[src/rtl/vector_addsub_pipe.sv]
// Two-stage lane-wise signed add/subtract with per-lane overflow, optional saturation,
// valid/ready handshake on both sides and a saturating overflow event counter.
module vector_addsub_pipe #(
  parameter int WIDTH    = 32,
  parameter int FRAC     = 16,
  parameter int LANES    = 3,
  parameter int SATURATE = 1,
  parameter int CNT_W    = 16
) (
  input  logic                   clk,
  input  logic                   rst,
  input  logic                   in_valid,
  output logic                   in_ready,
  input  logic                   sub,
  input  logic [LANES*WIDTH-1:0] op1,
  input  logic [LANES*WIDTH-1:0] op2,
  output logic                   out_valid,
  input  logic                   out_ready,
  output logic [LANES*WIDTH-1:0] result,
  output logic [LANES-1:0]       overflow,
  output logic                   overflow_any,
  output logic [CNT_W-1:0]       ovf_count,
  input  logic                   ovf_clear
);

  localparam logic [WIDTH-1:0] MAX_POS = {1'b0, {(WIDTH-1){1'b1}}};
  localparam logic [WIDTH-1:0] MIN_NEG = {1'b1, {(WIDTH-1){1'b0}}};
  localparam logic [CNT_W-1:0] CNT_MAX = {CNT_W{1'b1}};
  localparam logic [CNT_W-1:0] CNT_ONE = {{(CNT_W-1){1'b0}}, 1'b1};

  // The fixed-point format only matters to users; reject nonsensical layouts early.
  if (FRAC < 0 || FRAC >= WIDTH) begin : g_bad_frac
    $error("FRAC must lie in [0, WIDTH)");
  end

  logic                   s1_valid_q, s1_valid_d;
  logic                   s1_cin_q, s1_cin_d;
  logic [LANES*WIDTH-1:0] s1_a_q, s1_a_d;
  logic [LANES*WIDTH-1:0] s1_b_q, s1_b_d;
  logic                   out_valid_q, out_valid_d;
  logic [LANES*WIDTH-1:0] result_q, result_d;
  logic [LANES-1:0]       overflow_q, overflow_d;
  logic [CNT_W-1:0]       ovf_count_q, ovf_count_d;
  logic                   adv_out_s;
  logic [LANES*WIDTH-1:0] lane_res_s;
  logic [LANES-1:0]       lane_ovf_s;
  logic [LANES-1:0][WIDTH:0] sum_s;

  assign adv_out_s = !out_valid_q || out_ready;
  assign in_ready  = !s1_valid_q || adv_out_s;

  // Per-lane WIDTH+1-bit sum; the carry-in completes the two's complement of op2.
  always_comb begin
    lane_res_s = '0;
    lane_ovf_s = '0;
    sum_s      = '0;
    for (int i = 0; i < LANES; i++) begin
      sum_s[i] = {s1_a_q[i*WIDTH+WIDTH-1], s1_a_q[i*WIDTH +: WIDTH]}
               + {s1_b_q[i*WIDTH+WIDTH-1], s1_b_q[i*WIDTH +: WIDTH]}
               + {{WIDTH{1'b0}}, s1_cin_q};
      lane_ovf_s[i] = sum_s[i][WIDTH] ^ sum_s[i][WIDTH-1];
      if (lane_ovf_s[i] && (SATURATE != 0)) begin
        lane_res_s[i*WIDTH +: WIDTH] = sum_s[i][WIDTH] ? MIN_NEG : MAX_POS;
      end else begin
        lane_res_s[i*WIDTH +: WIDTH] = sum_s[i][WIDTH-1:0];
      end
    end
  end

  // Stage advance: S1 refills whenever it is free, S2 whenever the output moves.
  always_comb begin
    s1_valid_d  = s1_valid_q;
    s1_cin_d    = s1_cin_q;
    s1_a_d      = s1_a_q;
    s1_b_d      = s1_b_q;
    out_valid_d = out_valid_q;
    result_d    = result_q;
    overflow_d  = overflow_q;
    if (in_ready) begin
      s1_valid_d = in_valid;
      if (in_valid) begin
        s1_cin_d = sub;
        s1_a_d   = op1;
        s1_b_d   = sub ? ~op2 : op2;
      end else begin
        s1_cin_d = s1_cin_q;
      end
    end else begin
      s1_valid_d = s1_valid_q;
    end
    if (adv_out_s) begin
      out_valid_d = s1_valid_q;
      if (s1_valid_q) begin
        result_d   = lane_res_s;
        overflow_d = lane_ovf_s;
      end else begin
        overflow_d = overflow_q;
      end
    end else begin
      out_valid_d = out_valid_q;
    end
  end

  // Clear takes priority, then a counted transfer adds one unless already at max.
  always_comb begin
    ovf_count_d = ovf_clear ? '0 : ovf_count_q;
    if (out_valid_q && out_ready && (|overflow_q) && (ovf_count_d != CNT_MAX)) begin
      ovf_count_d = ovf_count_d + CNT_ONE;
    end else begin
      ovf_count_d = ovf_count_d;
    end
  end

  // Pipeline and counter registers with synchronous reset.
  always_ff @(posedge clk) begin
    if (rst) begin
      s1_valid_q  <= 1'b0;
      s1_cin_q    <= 1'b0;
      s1_a_q      <= '0;
      s1_b_q      <= '0;
      out_valid_q <= 1'b0;
      result_q    <= '0;
      overflow_q  <= '0;
      ovf_count_q <= '0;
    end else begin
      s1_valid_q  <= s1_valid_d;
      s1_cin_q    <= s1_cin_d;
      s1_a_q      <= s1_a_d;
      s1_b_q      <= s1_b_d;
      out_valid_q <= out_valid_d;
      result_q    <= result_d;
      overflow_q  <= overflow_d;
      ovf_count_q <= ovf_count_d;
    end
  end

  assign out_valid    = out_valid_q;
  assign result       = result_q;
  assign overflow     = overflow_q;
  assign overflow_any = |overflow_q;
  assign ovf_count    = ovf_count_q;

endmodule
[config.mk]
export PLATFORM = sky130hd
export DESIGN_NAME = vector_addsub_pipe
export DESIGN_NICKNAME = d
export VERILOG_FILES = /design/src/rtl/vector_addsub_pipe.sv
export SDC_FILE = /design/constraint.sdc
export NUM_CORES = 1
export LEC_CHECK = 0
export CORE_UTILIZATION = 54
export DETAILED_ROUTE_END_ITERATION = 10
export PLACE_DENSITY_LB_ADDON = 0.12
export RECOVER_POWER = 100
export SLEW_MARGIN = 20
export SYNTH_ARGS = -nofsm -noshare
export SYNTH_HDL_FRONTEND = slang
export SYNTH_SLANG_ARGS = --single-unit
[constraint.sdc]
create_clock -name clk -period 11.3 [get_ports clk]
set_clock_uncertainty 0.1 [all_clocks]
set_input_delay 1.13 -clock clk [delete_from_list [all_inputs] [get_ports clk]]
set_output_delay 1.13 -clock clk [all_outputs]
set_load 0.02 [all_outputs]
Word-level counts from Yosys, hierarchy flattened
Index checks and enable logic that the tools add are counted.
{ "op_classes": {"bitwise": 4, "n_reduce_logical": 10, "n_addsub": 7, "n_eq_ne": 1, "n_mux": 9} }
{ "ops": {"columns": ["op", "n"], "rows": [
  ["2-to-1 mux 32 bit", 6],
  ["adder 32 x 32 -> 33 bit", 3],
  ["adder 33 x 1 -> 33 bit", 3],
  ["2-to-1 mux 96 bit", 1],
  ["NOT 96 bit", 1],
  ["2-to-1 mux 16 bit", 2],
  ["adder 16 x 1 -> 16 bit, second input constant", 1],
  ["!= test 16 bit, second input constant", 1],
  ["AND reduction 2 bit", 2],
  ["logical AND 1 bit", 3],
  ["OR reduction 3 bit", 1],
  ["XOR 1 bit", 3],
  ["logical NOT 1 bit", 2],
  ["logical OR 1 bit", 2]
]} }
{ "word_totals": {"output_inout_bits": 118, "wordCells": 39, "register_bits": 310} }

Logic depth before layout (Yosys ltp)
Gate-level depths: netlist of run 1.
{ "depth": {"word_depth": 4, "ltp_mapped": 14, "mapped_depth_nobuf": 13} }

Worst setup path before layout of run 1
Ideal clock, no wire load.
{ "synth_timing": {"path_type": "register to register", "from": "register s1_cin_q", "to": "register result_q[11] (netlist: result[11])", "t_arrival_ns": 3.466, "setup_time_ns": 0.080, "stages_incl_launch_ff": 15, "synth_period_minus_slack_ns": 3.647, "path_slack_ns": 7.653, "cell_sequence": "dfxtp_1 -> fa_1 -> inv_1 -> fa_1 -> nand2b_1 -> a21o_1 -> a211o_1 -> nand2_1 -> or3b_4 -> a2111oi_4 -> a2bb2oi_4 -> inv_4 -> buf_6 -> maj3_2 -> a211oi_2"} }
{ "synth_between": {"elab_chain_len": 3, "elab_cells_between_ends": 4, "classes_between": "1 x add/sub; 2 x mux; 1 x bitwise"} }
{ "synth_lines": {"columns": ["element", "line", "source"], "rows": [
  ["start: declaration", "37", "logic s1_cin_q, s1_cin_d;"],
  ["start signal: assignment", "127", "s1_cin_q <= s1_cin_d;"],
  ["adder 33 x 1 -> 33 bit *", "60", "+ {{WIDTH{1'b0}}, s1_cin_q};"],
  ["2-to-1 mux 32 bit or XOR 1 bit (tied branches)", "63, 61", null],
  ["2-to-1 mux 32 bit *", "62", "if (lane_ovf_s[i] && (SATURATE != 0)) begin"],
  ["end signal: assignment", "131", "result_q <= result_d;"],
  ["end: declaration", "41", "logic [LANES*WIDTH-1:0] result_q, result_d;"]
]} }
Mark *: on every way between the ends. The rest lies on a longest branch, timed or not.
A chain may end at the register's enable or synchronous reset.

Worst setup path after layout of run 1
{ "layout_timing": {"from": "input out_ready", "to": "register result_q[65] (netlist: result[65])"} }
{ "layout_between": {"elab_chain_len": 2} }
{ "layout_lines": {"columns": ["element", "line", "source"], "rows": [
  ["start: declaration", "18", "input logic out_ready,"],
  ["logical OR 1 bit", "49", "assign adv_out_s = !out_valid_q || out_ready;"],
  ["AND reduction 2 bit (no line)", null, null]
]} }
No other way between the ends.

==> out/qor.csv, run 1 <==
metric,value,unit
outcome,"finished, violations left",
violations,"capacitance limit, slew limit",
gp_congestion,0.901,
synth_top_area_share,35.1,%
p_per_area,142,mW/mm^2
hpwl,35100,microns
multi_input_area,0.0108,sq mm
crit_required,11580,ps
nets,2696,
regToRegStartpoint,out_valid$_SDFFE_PP0P_,
hp-class,reg2reg,
path_clk_slew,60,ps
r2r-end,result[65]$_SDFFE_PP0P_,
setup_viol,0,
grtUsageMet3,4.13,%
diodes,0,
grt_first_pass_wirelength,78500,microns
post_cts_resized,0,
seqCellArea,0.00621,sq mm
crit_path_start_kind,input port,
synth_cells,2189,
rsz0062_at_grt,false,
rrSetupSlack,5030,ps
fin_setup_tns,0,ps
avgViaCountPerCell,5.74,
timing.fmax,142,MHz
pin_count,316,
fillerInstances,2695,
maxCapViolCount,4,
post_cts_buffers,0,
via_count,16400,
grtUsageMet1,38.3,%
ctsHoldBuffers,0,
drtAntennaViolNets,0,
worstPathArrival,7320,ps
htreeDepth,2,
port_buffers,315,
synth_edf_count,0,
synth.top_cells.by_count,"dfxtp_1 (310), nand2_1 (289), nor2_1 (242), a21oi_1 (231), a211oi_1 (178)",
synth-main-ff-cell,dfxtp_1,
grt_max_degree,224,
die_area,0.0335,sq mm
clkSinkCount,310,
yosysUniqueCellTypes,72,
hold_violations,0,
overflow,0,
finalMaxSlewViolations,266,
ys_seq_area_share,35.1,%
yosys_warnings,0,
hold_start,result[20]$_SDFFE_PP0P_,
end_kind,register,
grt_pass1_vias,15400,
wl,49300,microns
dieWidth,183,microns
cp_common_cell,nor2b_1,
slew_headroom,-184,%
firstDrtPassIters,7,
worst_path_dominant_cell_family,buffers and inverters,
wl_per_cell,17.3,microns
first_iter_violations,1089,
syn_nets,2487,
r2r.worst_path.cells,7,
drc,0,
slowest_delay,3000,ps
yosysMostFrequentCell,dfxtp_1,
clock_latency,530,ps
worst_slack,4270,ps
path_buf_inv,3,
cts_tree,built,
irDropWorstVdd,0.120,mV
path_cells,dlygate4sd3_1 -> nor2b_1 -> nor2b_1 -> buf_16 -> clkbuf_1 -> o21ai_0 -> o22ai_1 -> nor2_1,
syn2layout_area_growth,24.9,%
clk_path_buf_depth,3,
grtUsageTotal,28.8,%
num_rows,65,
holdPathStages,2,
synth_area_per_cell,8.09,sq um
drive_gt1_share,4.01,%
synth.largest_area_cell,dfxtp_1,
place_ws,6990,ps
start_util,55.5,%
leakagePower,0.00894,uW
ys_top_cells_by_area,"dfxtp_1 (35%), a211oi_1 (7.5%), xnor2_1 (7.1%)",
tightest_slew,4250,ps
cpMaxStageDelayCell,clkbuf_1,
core_region_area,0.0319,sq mm
path_max_fanout,99,
critical_path_class,in2reg,
period_minus_slack,7030,ps
syn-cell-area,0.0177,sq mm
power.total,3150,uW
post-route-period-util,62.2,%
min_to,result[20]$_SDFFE_PP0P_,
synthArstFlopShare,0,%
groute.layer.met2.usage,47.4,%
antenna_found_initial,1,
ctsRootBufferMaster,clkbuf_16,
busiest_layer,met2,
cts_inserted_buffers,36,
final_util,69.4,%
ys_ff_latch,310,
die_y,183,microns
-- power by group --
group          switching, uW  internal (uW)
registers               53.6           1170
logic                    397            318
clock network            463            742
-- cell usage in the layout, fill, tap and decap left out, types with 6 or more instances in the layout --
cell             synthesis  routed
a221oi_1                 7       7
maj3_1                  40      49
o21bai_1                 6       6
clkbuf_16                0      37
nand2b_1                16      15
xnor2_1                144     144
a21oi_1                231     231
o21a_1                   8       8
dfxtp_1                310     310
dlygate4sd3_1            0     120
a31oi_1                 18      18
nand2_1                289     289
clkbuf_8                 0      12
a21o_1                  55      55
xor2_1                  46      46
inv_1                   30      30
nand3_1                 28      27
a211oi_1               178     178
or3_1                   14      14
nor2b_1                 17      17
a211oi_2                10      10
o211ai_1                 9       9
and2_1                  15      13
nor3_1                  14      14
ha_1                    94      94
clkdlybuf4s50_1          0     193
nor2_1                 242     242
o21ai_0                 80      80
and3_1                  16      16
fa_1                     6       6
buf_4                    1       6
o21ai_1                  8       8
nand4_1                 18      18
-- area by class of cell --
class | instances | area share, %
repair buffers | 325 | 14.7
flip-flops and latches | 310 | 28.1
clock buffers | 51 | 4.97
clock inverters | 8 | 0.583
multi-input cells | 1693 | 48.6
inverters | 32 | 0.549
well taps | 435 | 2.46
-- routing by layer --
metal | part of all wire (%) | routed length [microns]
met5 | 0.026 | 13
met3 | 5.8 | 2850
met2 | 46 | 22700
met1 | 45 | 22300
met4 | 3.1 | 1520
-- per-stage QoR --
stage	cell area, sq um	hold WS, ps	std cells
2_1_floorplan	17700	341	2189
3_3_place_gp	20900	348	2794
3_5_place_dp	20900	351	2794
4_1_cts	22200	360	2853
5_1_grt	22100	369	2854
6_report	22100	354	2854
-- worst max-delay path by stage --
stage / from / to / slack (ps) / cells after the start
after floorplan: s1_cin_q$_SDFFE_PP0P_ / result[11]$_SDFFE_PP0P_ / 7650 / 14
after global placement: out_ready / result[65]$_SDFFE_PP0P_ / 7040 / 7
after detailed placement: out_ready / result[65]$_SDFFE_PP0P_ / 6990 / 7
after CTS: s1_cin_q$_SDFFE_PP0P_ / result[3]$_SDFFE_PP0P_ / 6990 / 11
after global routing: out_ready / result[65]$_SDFFE_PP0P_ / 3580 / 8
final: out_ready / result[65]$_SDFFE_PP0P_ / 4270 / 8
-- logic make-up (layout without fill, tap and decap cells) --
group | count (synthesis) | in the layout | synth area share (%)
AO/OA/AOI/OAI | 661 | 661 | 24.4
XOR/XNOR | 191 | 191 | 9.49
adder cells (fa/ha/maj) | 150 | 150 | 10.2
buffers and inverters | 186 | 416 | 4.08
flip-flops | 310 | 310 | 35.1
multiplexers | 2 | 2 | 0.113
AND/OR/NAND/NOR | 689 | 689 | 16.7
-- registers in the layout, indices dropped and copies added, names as in the netlist --
signal and cells:
ovf_count 16, overflow 3, s1_b_q 96, s1_a_q 96, result 96, out_valid 1
s1_valid_q 1, s1_cin_q 1
-- tightest hold or removal path: stages, from the launching register on --
cell and delay, ps:
dfxtp_1 310, nand2_1 50, a21oi_1 50
Note: power is estimated with default switching activity, not from simulation.
==> inputs of run 2 (changes only) <==
CORE_UTILIZATION = 49   (was 54)
clock period = 6.3 ns   (was 11.3 ns; I/O delays follow)
==> run 2 against run 1 <==
  * Sequential power rose by 80%
  * Worst hold slack better by 3.7 ps
  * Critical path depth grew 5
  * Via count down 0.98%
  * The run still ends with capacitance limit, slew limit left
  * Non-clock buffer count rose by 1
  * Die area up 10%
  * First-iteration DRC count down 25%
  * Power increased by 76%
  * Final cell count increased by 1.1%
  * Highest routed layer is now met4
  * Combinational power increased by 78%
  * Core utilization is 7.3 points lower
==> out/qor.csv, run 2 (synthesized netlist as in run 1, its figures left out) <==
metric,value,unit,change
outcome,"finished, violations left",,unchanged
violations,"capacitance limit, slew limit",,unchanged
first_iter_violations,814,,was 1089
crit_path_start_kind,register,,was input port
grtUsageTotal,26.3,%,was 28.8%
worstPathArrival,5240,ps,was 7320 ps
irDropWorstVdd,0.238,mV,was 0.120 mV
antenna_found_initial,3,,was 1
period_minus_slack,4920,ps,
end_kind,register,,unchanged
core_region_area,0.0356,sq mm,was 0.0319 sq mm
clkSinkCount,310,,unchanged
drc,0,,unchanged
grt_max_degree,141,,was 224
post-route-period-util,78.1,%,
htreeDepth,2,,unchanged
layout_common_cells,"dfxtp_1 (310), nand2_1 (289), nor2_1 (242)",,unchanged
maxCapViolCount,3,,was 4
final_common_cell,dfxtp_1,,unchanged
nets,2696,,unchanged
ctsHoldBuffers,0,,unchanged
wl,49900,microns,was 49300 microns
drtAntennaViolNets,0,,unchanged
hp-class,reg2reg,,unchanged
overflow,0,,unchanged
rsz0062_at_grt,false,,unchanged
finalMaxSlewViolations,151,,was 266
hold_start,s1_a_q[8]$_SDFFE_PP0P_,,was result[20]$_SDFFE_PP0P_
min_to,s1_a_q[8]$_SDFFE_PP0P_,,was result[20]$_SDFFE_PP0P_
die_y,192,microns,was 183 microns
grt_pass1_vias,15200,,was 15400
holdWs,358,ps,was 354 ps
avgViaCountPerCell,5.62,,was 5.74
rrSetupSlack,1380,ps,was 5030 ps
num_rows,69,,was 65
grt_first_pass_wirelength,78200,microns,was 78500 microns
path_clk_slew,60,ps,about the same
dieWidth,192,microns,was 183 microns
crit_required,6620,ps,was 11580 ps
clk_path_buf_depth,3,,unchanged
via_count,16200,,was 16400
p_per_area,250,mW/mm^2,was 142 mW/mm^2
r2r.worst_path.cells,13,,was 7
die_area,0.0369,sq mm,was 0.0335 sq mm
syn2layout_area_growth,24.7,%,was 24.9%
slew_headroom,-129,%,was -184%
holdPathStages,2,,unchanged
firstDrtPassIters,5,,was 7
port_buffers,315,,unchanged
fillerInstances,3212,,was 2695
post_cts_buffers,0,,unchanged
setup_viol,0,,unchanged
hold_violations,0,,unchanged
cts_inserted_buffers,35,,was 36
timing.fmax,203,MHz,
fin_setup_tns,0,ps,unchanged
drive_gt1_share,4.13,%,was 4.01%
ctsRootBufferMaster,clkbuf_16,,unchanged
start_util,49.8,%,was 55.5%
gp_congestion,0.935,,was 0.901
pin_count,316,,unchanged
cts_tree,built,,unchanged
clock_latency,510,ps,was 530 ps
regToRegStartpoint,s1_cin_q$_SDFFE_PP0P_,,was out_valid$_SDFFE_PP0P_
leakagePower,0.00893,uW,was 0.00894 uW
post_cts_resized,0,,unchanged
r2r-end,result[6]$_SDFFE_PP0P_,,was result[65]$_SDFFE_PP0P_
hpwl,36000,microns,was 35100 microns
wl_per_cell,17.3,microns,about the same
tightest_slew,3430,ps,was 4250 ps
critical_path_class,reg2reg,,was in2reg
path_max_fanout,18,,was 99
[run 2: final cells by class]
type	count	area (sq um)	share of cell area (%)
clock inverters	14	124	0.561
well taps	461	577	2.61
inverters	32	123	0.555
flip-flops and latches	310	6210	28.1
multi-input cells	1693	10800	48.7
clock buffers	47	1030	4.68
repair buffers	326	3250	14.7
diodes	3	7.51	0.0340
[run 2: worst max-delay path, stage by stage (launching register included)]
cell and delay, ps:
dfxtp_1 480, fa_1 280, inv_1 70, fa_1 390
nand2b_1 180, a21o_1 190, a211o_1 270, nand2_1 130
or3b_1 410, a2111oi_0 470, a2bb2oi_1 910, inv_4 250
maj3_1 430, a211oi_1 260
[run 2: worst max-delay path by stage]
stage                                     start                 endpoint  cells after the start
after floorplan           s1_cin_q$_SDFFE_PP0P_  result[11]$_SDFFE_PP0P_                     14
after global placement    s1_cin_q$_SDFFE_PP0P_   result[5]$_SDFFE_PP0P_                     13
after detailed placement  s1_cin_q$_SDFFE_PP0P_   result[3]$_SDFFE_PP0P_                     13
after CTS                 s1_cin_q$_SDFFE_PP0P_   result[6]$_SDFFE_PP0P_                     13
after global routing                  out_ready  s1_b_q[17]$_SDFFE_PP0P_                      7
final                     s1_cin_q$_SDFFE_PP0P_   result[6]$_SDFFE_PP0P_                     13
[run 2: metal layers]
layer	track usage, %	routed length, microns	up-vias
met5	0	0	-
met4	7.78	1300	0
met3	3.58	2960	76
met2	43.2	22700	471
met1	35.6	23000	7496
li1	-	-	8165
[run 2: report_power, final]
part / internal (uW) / leakage, uW / total, uW / switching [uW]
logic: 562 / 0.00579 / 1270 / 713
clock network: 1230 / 0.000586 / 2060 / 824
registers: 2100 / 0.00256 / 2200 / 95.4
total: 3890 / 0.00893 / 5530 / 1630
[run 2: per-stage QoR]
step / cell area (sq um) / std cells / utilization [%] / setup WS, ps / power, uW
finish: 22100 / 2886 / 62.1 / 1380 / 5530
global route: 22100 / 2884 / 62.1 / 981 / 5780
CTS: 22100 / 2883 / 62.2 / 2030 / 5590
detailed placement: 21000 / 2822 / 59.0 / 2090 / 3530
global placement: 21000 / 2822 / 59.0 / 2190 / 3510
floorplan: 17700 / 2189 / - / 2650 / 3070
